[config.mk]
export PLATFORM = sky130hd
export DESIGN_NAME = fixcplx_alu_pipe
export DESIGN_NICKNAME = d
export VERILOG_FILES = /design/src/rtl/fixcplx_alu_pipe.sv
export SDC_FILE = /design/constraint.sdc
export NUM_CORES = 2
export LEC_CHECK = 0
export ABC_CLOCK_PERIOD_IN_PS = 18600
export BUFFER_PORTS_ARGS = -buffer_cell sky130_fd_sc_hd__buf_4
export CAP_MARGIN = 20
export CORE_MARGIN = 2
export CORE_UTILIZATION = 25
export DETAILED_ROUTE_END_ITERATION = 12
export PLACE_DENSITY_LB_ADDON = 0.08
export SLEW_MARGIN = 10
export SYNTH_ARGS = -nofsm -noshare
export SYNTH_HDL_FRONTEND = slang
export SYNTH_SLANG_ARGS = --single-unit
[constraint.sdc]
create_clock -name clk -period 18.6 [get_ports clk]
set_input_delay 0.93 -clock clk [delete_from_list [all_inputs] [get_ports clk]]
set_output_delay 0.93 -clock clk [all_outputs]
set_load 0.1 [all_outputs]
[src/rtl/fixcplx_alu_pipe.sv]
// Pipelined fixed-point complex ALU (ADD / MUL / ABSQR / MAC) with valid/ready streaming,
// round-half-up, saturation and overflow flag. Optional macro FIXCPLX_CONJ_EN adds in_conj.
module fixcplx_alu_pipe #(
    parameter int WS        = 16,
    parameter int DP        = 8,
    parameter int ACC_LEN   = 8,
    parameter int ACC_GUARD = 4
) (
    input  logic            clk,
    input  logic            rst_n,
    input  logic            in_valid,
    output logic            in_ready,
    input  logic [1:0]      in_mode,
    input  logic [2*WS-1:0] in_a,
    input  logic [2*WS-1:0] in_b,
`ifdef FIXCPLX_CONJ_EN
    input  logic            in_conj,
`endif
    output logic            out_valid,
    input  logic            out_ready,
    output logic [2*WS-1:0] out_c,
    output logic            out_ovf
);
    localparam int PW = 2*WS;
    localparam int SW = 2*WS + 1;
    localparam int AW = SW + ACC_GUARD;
    localparam int CW = (ACC_LEN > 1) ? $clog2(ACC_LEN) : 1;
    localparam logic [1:0] M_ADD = 2'd0;
    localparam logic [1:0] M_ABS = 2'd2;
    localparam logic [1:0] M_MAC = 2'd3;
    localparam logic signed [WS-1:0] W_MIN = {1'b1, {(WS-1){1'b0}}};
    localparam logic signed [WS-1:0] W_MAX = {1'b0, {(WS-1){1'b1}}};
    localparam logic signed [AW:0]   RND_HALF = (AW+1)'(1) <<< (DP-1);

    // Returns {ovf, value}; in range when all bits above the WS-bit sign agree.
    function automatic logic [WS:0] sat_ws(input logic signed [AW:0] v);
        if (v[AW:WS-1] == {(AW-WS+2){1'b0}} || v[AW:WS-1] == {(AW-WS+2){1'b1}})
            return {1'b0, v[WS-1:0]};
        else if (v[AW])
            return {1'b1, W_MIN};
        else
            return {1'b1, W_MAX};
    endfunction

    function automatic logic signed [AW:0] rnd(input logic signed [AW-1:0] v);
        logic signed [AW:0] t;
        t = (AW+1)'(v) + RND_HALF;
        return t >>> DP;
    endfunction

    logic w_en;
    logic w_in_conj;
    assign w_en     = !out_valid || out_ready;
    assign in_ready = w_en;
`ifdef FIXCPLX_CONJ_EN
    assign w_in_conj = in_conj;
`else
    assign w_in_conj = 1'b0;
`endif

    // S1: operand register
    logic            r_s1_valid, r_s1_conj;
    logic [1:0]      r_s1_mode;
    logic [2*WS-1:0] r_s1_a, r_s1_b;

    always_ff @(posedge clk or negedge rst_n) begin
        if (!rst_n) begin
            r_s1_valid <= 1'b0;
            r_s1_conj  <= 1'b0;
            r_s1_mode  <= '0;
            r_s1_a     <= '0;
            r_s1_b     <= '0;
        end else if (w_en) begin
            r_s1_valid <= in_valid;
            r_s1_conj  <= w_in_conj;
            r_s1_mode  <= in_mode;
            r_s1_a     <= in_a;
            r_s1_b     <= in_b;
        end
    end

    logic signed [WS-1:0] w_ar, w_ai, w_br, w_bi_raw, w_bi, w_mbr, w_mbi;
    logic signed [PW-1:0] w_p0, w_p1, w_p2, w_p3;
    logic signed [WS:0]   w_add_re, w_add_im;

    assign w_ar     = r_s1_a[WS-1:0];
    assign w_ai     = r_s1_a[2*WS-1:WS];
    assign w_br     = r_s1_b[WS-1:0];
    assign w_bi_raw = r_s1_b[2*WS-1:WS];
    // Conjugate negation of the most negative value clamps to the most positive one.
    assign w_bi  = !r_s1_conj ? w_bi_raw : ((w_bi_raw == W_MIN) ? W_MAX : -w_bi_raw);
    assign w_mbr = (r_s1_mode == M_ABS) ? w_ar : w_br;
    assign w_mbi = (r_s1_mode == M_ABS) ? w_ai : w_bi;
    assign w_p0  = PW'(w_ar) * PW'(w_mbr);
    assign w_p1  = PW'(w_ai) * PW'(w_mbi);
    assign w_p2  = PW'(w_ai) * PW'(w_mbr);
    assign w_p3  = PW'(w_ar) * PW'(w_mbi);
    assign w_add_re = r_s1_conj ? ((WS+1)'(w_ar) - (WS+1)'(w_br))
                                : ((WS+1)'(w_ar) + (WS+1)'(w_br));
    assign w_add_im = r_s1_conj ? ((WS+1)'(w_ai) - (WS+1)'(w_bi_raw))
                                : ((WS+1)'(w_ai) + (WS+1)'(w_bi_raw));

    // S2: full-width products
    logic                 r_s2_valid;
    logic [1:0]           r_s2_mode;
    logic signed [PW-1:0] r_s2_p0, r_s2_p1, r_s2_p2, r_s2_p3;
    logic signed [WS:0]   r_s2_add_re, r_s2_add_im;

    always_ff @(posedge clk or negedge rst_n) begin
        if (!rst_n) begin
            r_s2_valid  <= 1'b0;
            r_s2_mode   <= '0;
            r_s2_p0     <= '0;
            r_s2_p1     <= '0;
            r_s2_p2     <= '0;
            r_s2_p3     <= '0;
            r_s2_add_re <= '0;
            r_s2_add_im <= '0;
        end else if (w_en) begin
            r_s2_valid  <= r_s1_valid;
            r_s2_mode   <= r_s1_mode;
            r_s2_p0     <= w_p0;
            r_s2_p1     <= w_p1;
            r_s2_p2     <= w_p2;
            r_s2_p3     <= w_p3;
            r_s2_add_re <= w_add_re;
            r_s2_add_im <= w_add_im;
        end
    end

    // S3: sum / accumulate, round, saturate
    logic signed [SW-1:0] w_sum_re, w_sum_im;
    logic signed [AW-1:0] w_acc_re_next, w_acc_im_next;
    logic signed [AW-1:0] r_acc_re, r_acc_im;
    logic [CW-1:0]        r_cnt;
    logic                 w_last, w_emit, w_mac_beat;
    logic [WS:0]          w_res_re, w_res_im;

    assign w_sum_re = (r_s2_mode == M_ABS) ? (SW'(r_s2_p0) + SW'(r_s2_p1))
                                           : (SW'(r_s2_p0) - SW'(r_s2_p1));
    assign w_sum_im = SW'(r_s2_p2) + SW'(r_s2_p3);
    assign w_acc_re_next = r_acc_re + AW'(w_sum_re);
    assign w_acc_im_next = r_acc_im + AW'(w_sum_im);
    assign w_last     = (r_cnt == CW'(ACC_LEN - 1));
    assign w_mac_beat = r_s2_valid && (r_s2_mode == M_MAC);
    assign w_emit     = r_s2_valid && ((r_s2_mode != M_MAC) || w_last);

    always_comb begin
        w_res_re = '0;
        w_res_im = '0;
        case (r_s2_mode)
            M_ADD: begin
                w_res_re = sat_ws((AW+1)'(r_s2_add_re));
                w_res_im = sat_ws((AW+1)'(r_s2_add_im));
            end
            M_ABS: begin
                w_res_re = sat_ws(rnd(AW'(w_sum_re)));
                w_res_im = '0;
            end
            M_MAC: begin
                w_res_re = sat_ws(rnd(w_acc_re_next));
                w_res_im = sat_ws(rnd(w_acc_im_next));
            end
            default: begin
                w_res_re = sat_ws(rnd(AW'(w_sum_re)));
                w_res_im = sat_ws(rnd(AW'(w_sum_im)));
            end
        endcase
    end

    logic            r_out_valid, r_out_ovf;
    logic [2*WS-1:0] r_out_c;

    always_ff @(posedge clk or negedge rst_n) begin
        if (!rst_n) begin
            r_out_valid <= 1'b0;
            r_out_ovf   <= 1'b0;
            r_out_c     <= '0;
            r_acc_re    <= '0;
            r_acc_im    <= '0;
            r_cnt       <= '0;
        end else if (w_en) begin
            r_out_valid <= w_emit;
            if (w_emit) begin
                r_out_c   <= {w_res_im[WS-1:0], w_res_re[WS-1:0]};
                r_out_ovf <= w_res_re[WS] | w_res_im[WS];
            end
            if (w_mac_beat) begin
                if (w_last) begin
                    r_acc_re <= '0;
                    r_acc_im <= '0;
                    r_cnt    <= '0;
                end else begin
                    r_acc_re <= w_acc_re_next;
                    r_acc_im <= w_acc_im_next;
                    r_cnt    <= r_cnt + CW'(1);
                end
            end
        end
    end

    assign out_valid = r_out_valid;
    assign out_c     = r_out_c;
    assign out_ovf   = r_out_ovf;
endmodule
==> impl_metrics.env <==
export IMPL_status="completed"
export IMPL_finalSetupTns_ps=0
export IMPL_route_detailed_drc=0
export IMPL_drt_total_wl_um=242500
export IMPL_yosysWarnings=0
export IMPL_dp_hpwl_um=190300
export IMPL_fp_row_count=186
export IMPL_drive_gt1_frac=0.06033
export IMPL_synth_edf_count=0
export IMPL_antenna_found_initial=10
export IMPL_syn_nets=9146
export IMPL_clock_sinks=343
export IMPL_cts_root_buf="clkbuf_16"
export IMPL_synth_area_leaders="fa_1 (33%), dfrtp_1 (13%), ha_1 (10%)"
export IMPL_die_width_um=513.1
export IMPL_dr_pass1_iters=8
export IMPL_ant_nets=0
export IMPL_dp_cells=10760
export IMPL_tritoncts="built"
export IMPL_wl_per_cell_um=22.32
export IMPL_async_reset_ff_frac=1.000
export IMPL_grt_max_degree=115
export IMPL_hold_path_class="primary input to asynchronous set/reset pin"
export IMPL_synth_seq_cells=343
export IMPL_numPortBuffers=104
export IMPL_cts_made_buffers=52
export IMPL_synth_largest_area_cell="fa_1"
export IMPL_path_clk_slew_ps=60
export IMPL_cp_arrival_ps=10070
export IMPL_drt_initial_drc_count=3212
export IMPL_core_um2=257400
export IMPL_dieArea_um2=263300
export IMPL_slew_headroom=0.2617
export IMPL_initial_utilization=0.2517
export IMPL_multiInputGateArea_um2=50380
export IMPL_cp_required_ps=19100
export IMPL_syn2layout_area_growth_pct=10.22
export IMPL_netlist_cell_type_count=98
export IMPL_postCtsSetupBuffers=0
export IMPL_critPathMaxStageDelay_ps=740
export IMPL_whs_ps=250.8
export IMPL_cts_max_path_buffers=3
export IMPL_postCtsHoldBufs=0
export IMPL_yosysSeqAreaShare=0.1325
export IMPL_critPathLaunchType="register"
export IMPL_vias=51040
export IMPL_fillCellCount=27750
export IMPL_register_area_um2=8583
export IMPL_critPathMaxFanout=22
export IMPL_setup_viol=0
export IMPL_max_freq_mhz=104.5
export IMPL_cp_slowest_cell="nand2b_2"
export IMPL_io_pins=105
export IMPL_cp_common_cell="fa_1"
export IMPL_period_minus_slack_ps=9565
export IMPL_max_cap_violations=0
export IMPL_track_usage=0.1852
export IMPL_path_class="register to register"
export IMPL_cts_resized=0
export IMPL_syn_mean_instance_area_um2=8.637
export IMPL_grt_pass1_wl_um=365800
export IMPL_clock_latency_ps=680
export IMPL_nNetsFinal=9077
export IMPL_min_period_over_period=0.5143
export IMPL_synthCells=7502
export IMPL_finClkSkew_ps=65.46
export IMPL_gp_congestion=0.8236
export IMPL_overflow=0
export IMPL_stdcell_count=10870
export IMPL_synthFlopType="dfrtp_1"
export IMPL_cts_htree_levels=2
export IMPL_grt_pass1_vias=54150
export IMPL_worst_slew_pin_slew_ps=1080
export IMPL_yosysTopAreaCellShare=0.3256
export IMPL_routed_via_density=4.697
export IMPL_slew_violations=0
export IMPL_syn_area_um2=64800
export IMPL_timing_hold_violations_final=0
export IMPL_dieHeight_um=513.1
export IMPL_end_kind="register"
export IMPL_rsz0062_at_grt="false"
metal layers:
layer	up-vias	wire length, µm	track usage
li1	23840	-	-
met1	26240	119500	0.2679
met2	788	112600	0.3053
met3	161	5935	0.01126
met4	0	4432	0.03384
met5	-	0	0
stage by stage:
| stage | util | setup slack, ps | cell area (µm²) |
|---|---|---|---|
| 2_1_floorplan | - | 10650 | 64800 |
| 3_5_place_dp | 0.2699 | 8966 | 69470 |
| 3_3_place_gp | 0.2698 | 8989 | 69450 |
| 6_report | 0.2775 | 9035 | 71420 |
| 4_1_cts | 0.2774 | 8945 | 71410 |
| 5_1_grt | 0.2774 | 8120 | 71410 |
final cells by class:
class,instances,area share
multi-input combinational,5592,0.7054
tap,3384,0.05928
clock buffer,64,0.01985
sequential,343,0.1202
clock inverter,33,0.007270
antenna,6,0.0002102
timing repair buffer,217,0.02319
inverter,1227,0.06459
worst max-delay path, delay by kind of cell (launching register included):
family	cells	cell delay (ps)
AOI/OAI and AO/OA	9	2380
and+or+nand+nor	6	1920
DFF	1	420
adders and majority gates	7	3360
xor gates and xnor gates	1	160
buffers and inverters	7	1100
flip-flops by register name, summed over array words and instances (netlist names), 2 cells and up:
signal and cells:
r_cnt 3, r_s2_p1 32, r_s1_a 32, r_s1_mode 2, r_acc_im 37, r_acc_re 37
r_s2_add_im 17, out_c 32, r_s2_p2 32, r_s1_b 32, r_s2_p0 32, r_s2_mode 2
r_s2_add_re 17, r_s2_p3 32
final timing paths:
path,start,to,slack [ps],cells past startpoint
setup / recovery,r_s1_mode[0],r_s2_p2[30],9030,30
hold / removal,rst_n,r_acc_im[36],250,1
setup reg to reg,r_s1_mode[0],r_s2_p2[30],9030,30
hold reg to reg,r_s1_a[24],r_s1_a[24],470,2
max in group asynchronous,rst_n,r_s2_p1[20],16090,3
min in group clk,in_b[20],r_s1_b[20],460,3
synth_stat cells (22+ instances only):
cell	n
and3_1	53
nor3_1	104
a22o_1	42
o211ai_1	45
xnor2_1	218
and2_1	335
o21ai_0	265
nor2_1	351
clkbuf_1	314
or3_1	32
fa_1	1054
a31oi_1	52
nor4_1	22
a21o_1	74
o21bai_1	24
ha_1	520
nand2_1	1138
nand4_1	46
xor2_1	133
a21oi_1	324
nor2b_1	85
a211oi_1	47
or2_2	78
inv_1	1224
o21a_1	41
o31ai_1	37
nand3_1	95
nand2b_1	44
dfrtp_1	343
layout by cell type, fill, tap and decap left out, drive strengths merged, types with 33 or more instances in the layout:
cell type and count:
a21oi 325, xnor2 219, and2 336, and3 53, o211ai 45, o31ai 39
nand2 1138, nand3 95, o21a 41, buf 217, inv 1227, a31oi 52
fa 1054, clkbuf 64, xor2 133, nand2b 44, nand4 47, dfrtp 343
a211oi 49, or3 33, nor3 107, a21o 74, ha 520, nor2b 85
a22o 42, o21ai 278, or2 78, nor2 351
cell families after synthesis:
kind of cell / after synthesis / share of synthesized area
buffers and inverters: 1567 / 0.09151
adder cells (fa/ha/maj): 1574 / 0.4260
AO/OA/AOI/OAI: 1183 / 0.1194
flip-flops: 343 / 0.1325
AND/OR/NAND/NOR: 2458 / 0.1789
XOR/XNOR: 352 / 0.04769
multiplexers: 25 / 0.003958
Power is left out: the tool's default activity adds up to more than one toggle a clock period on the data nets, which glitch-free logic cannot reach.
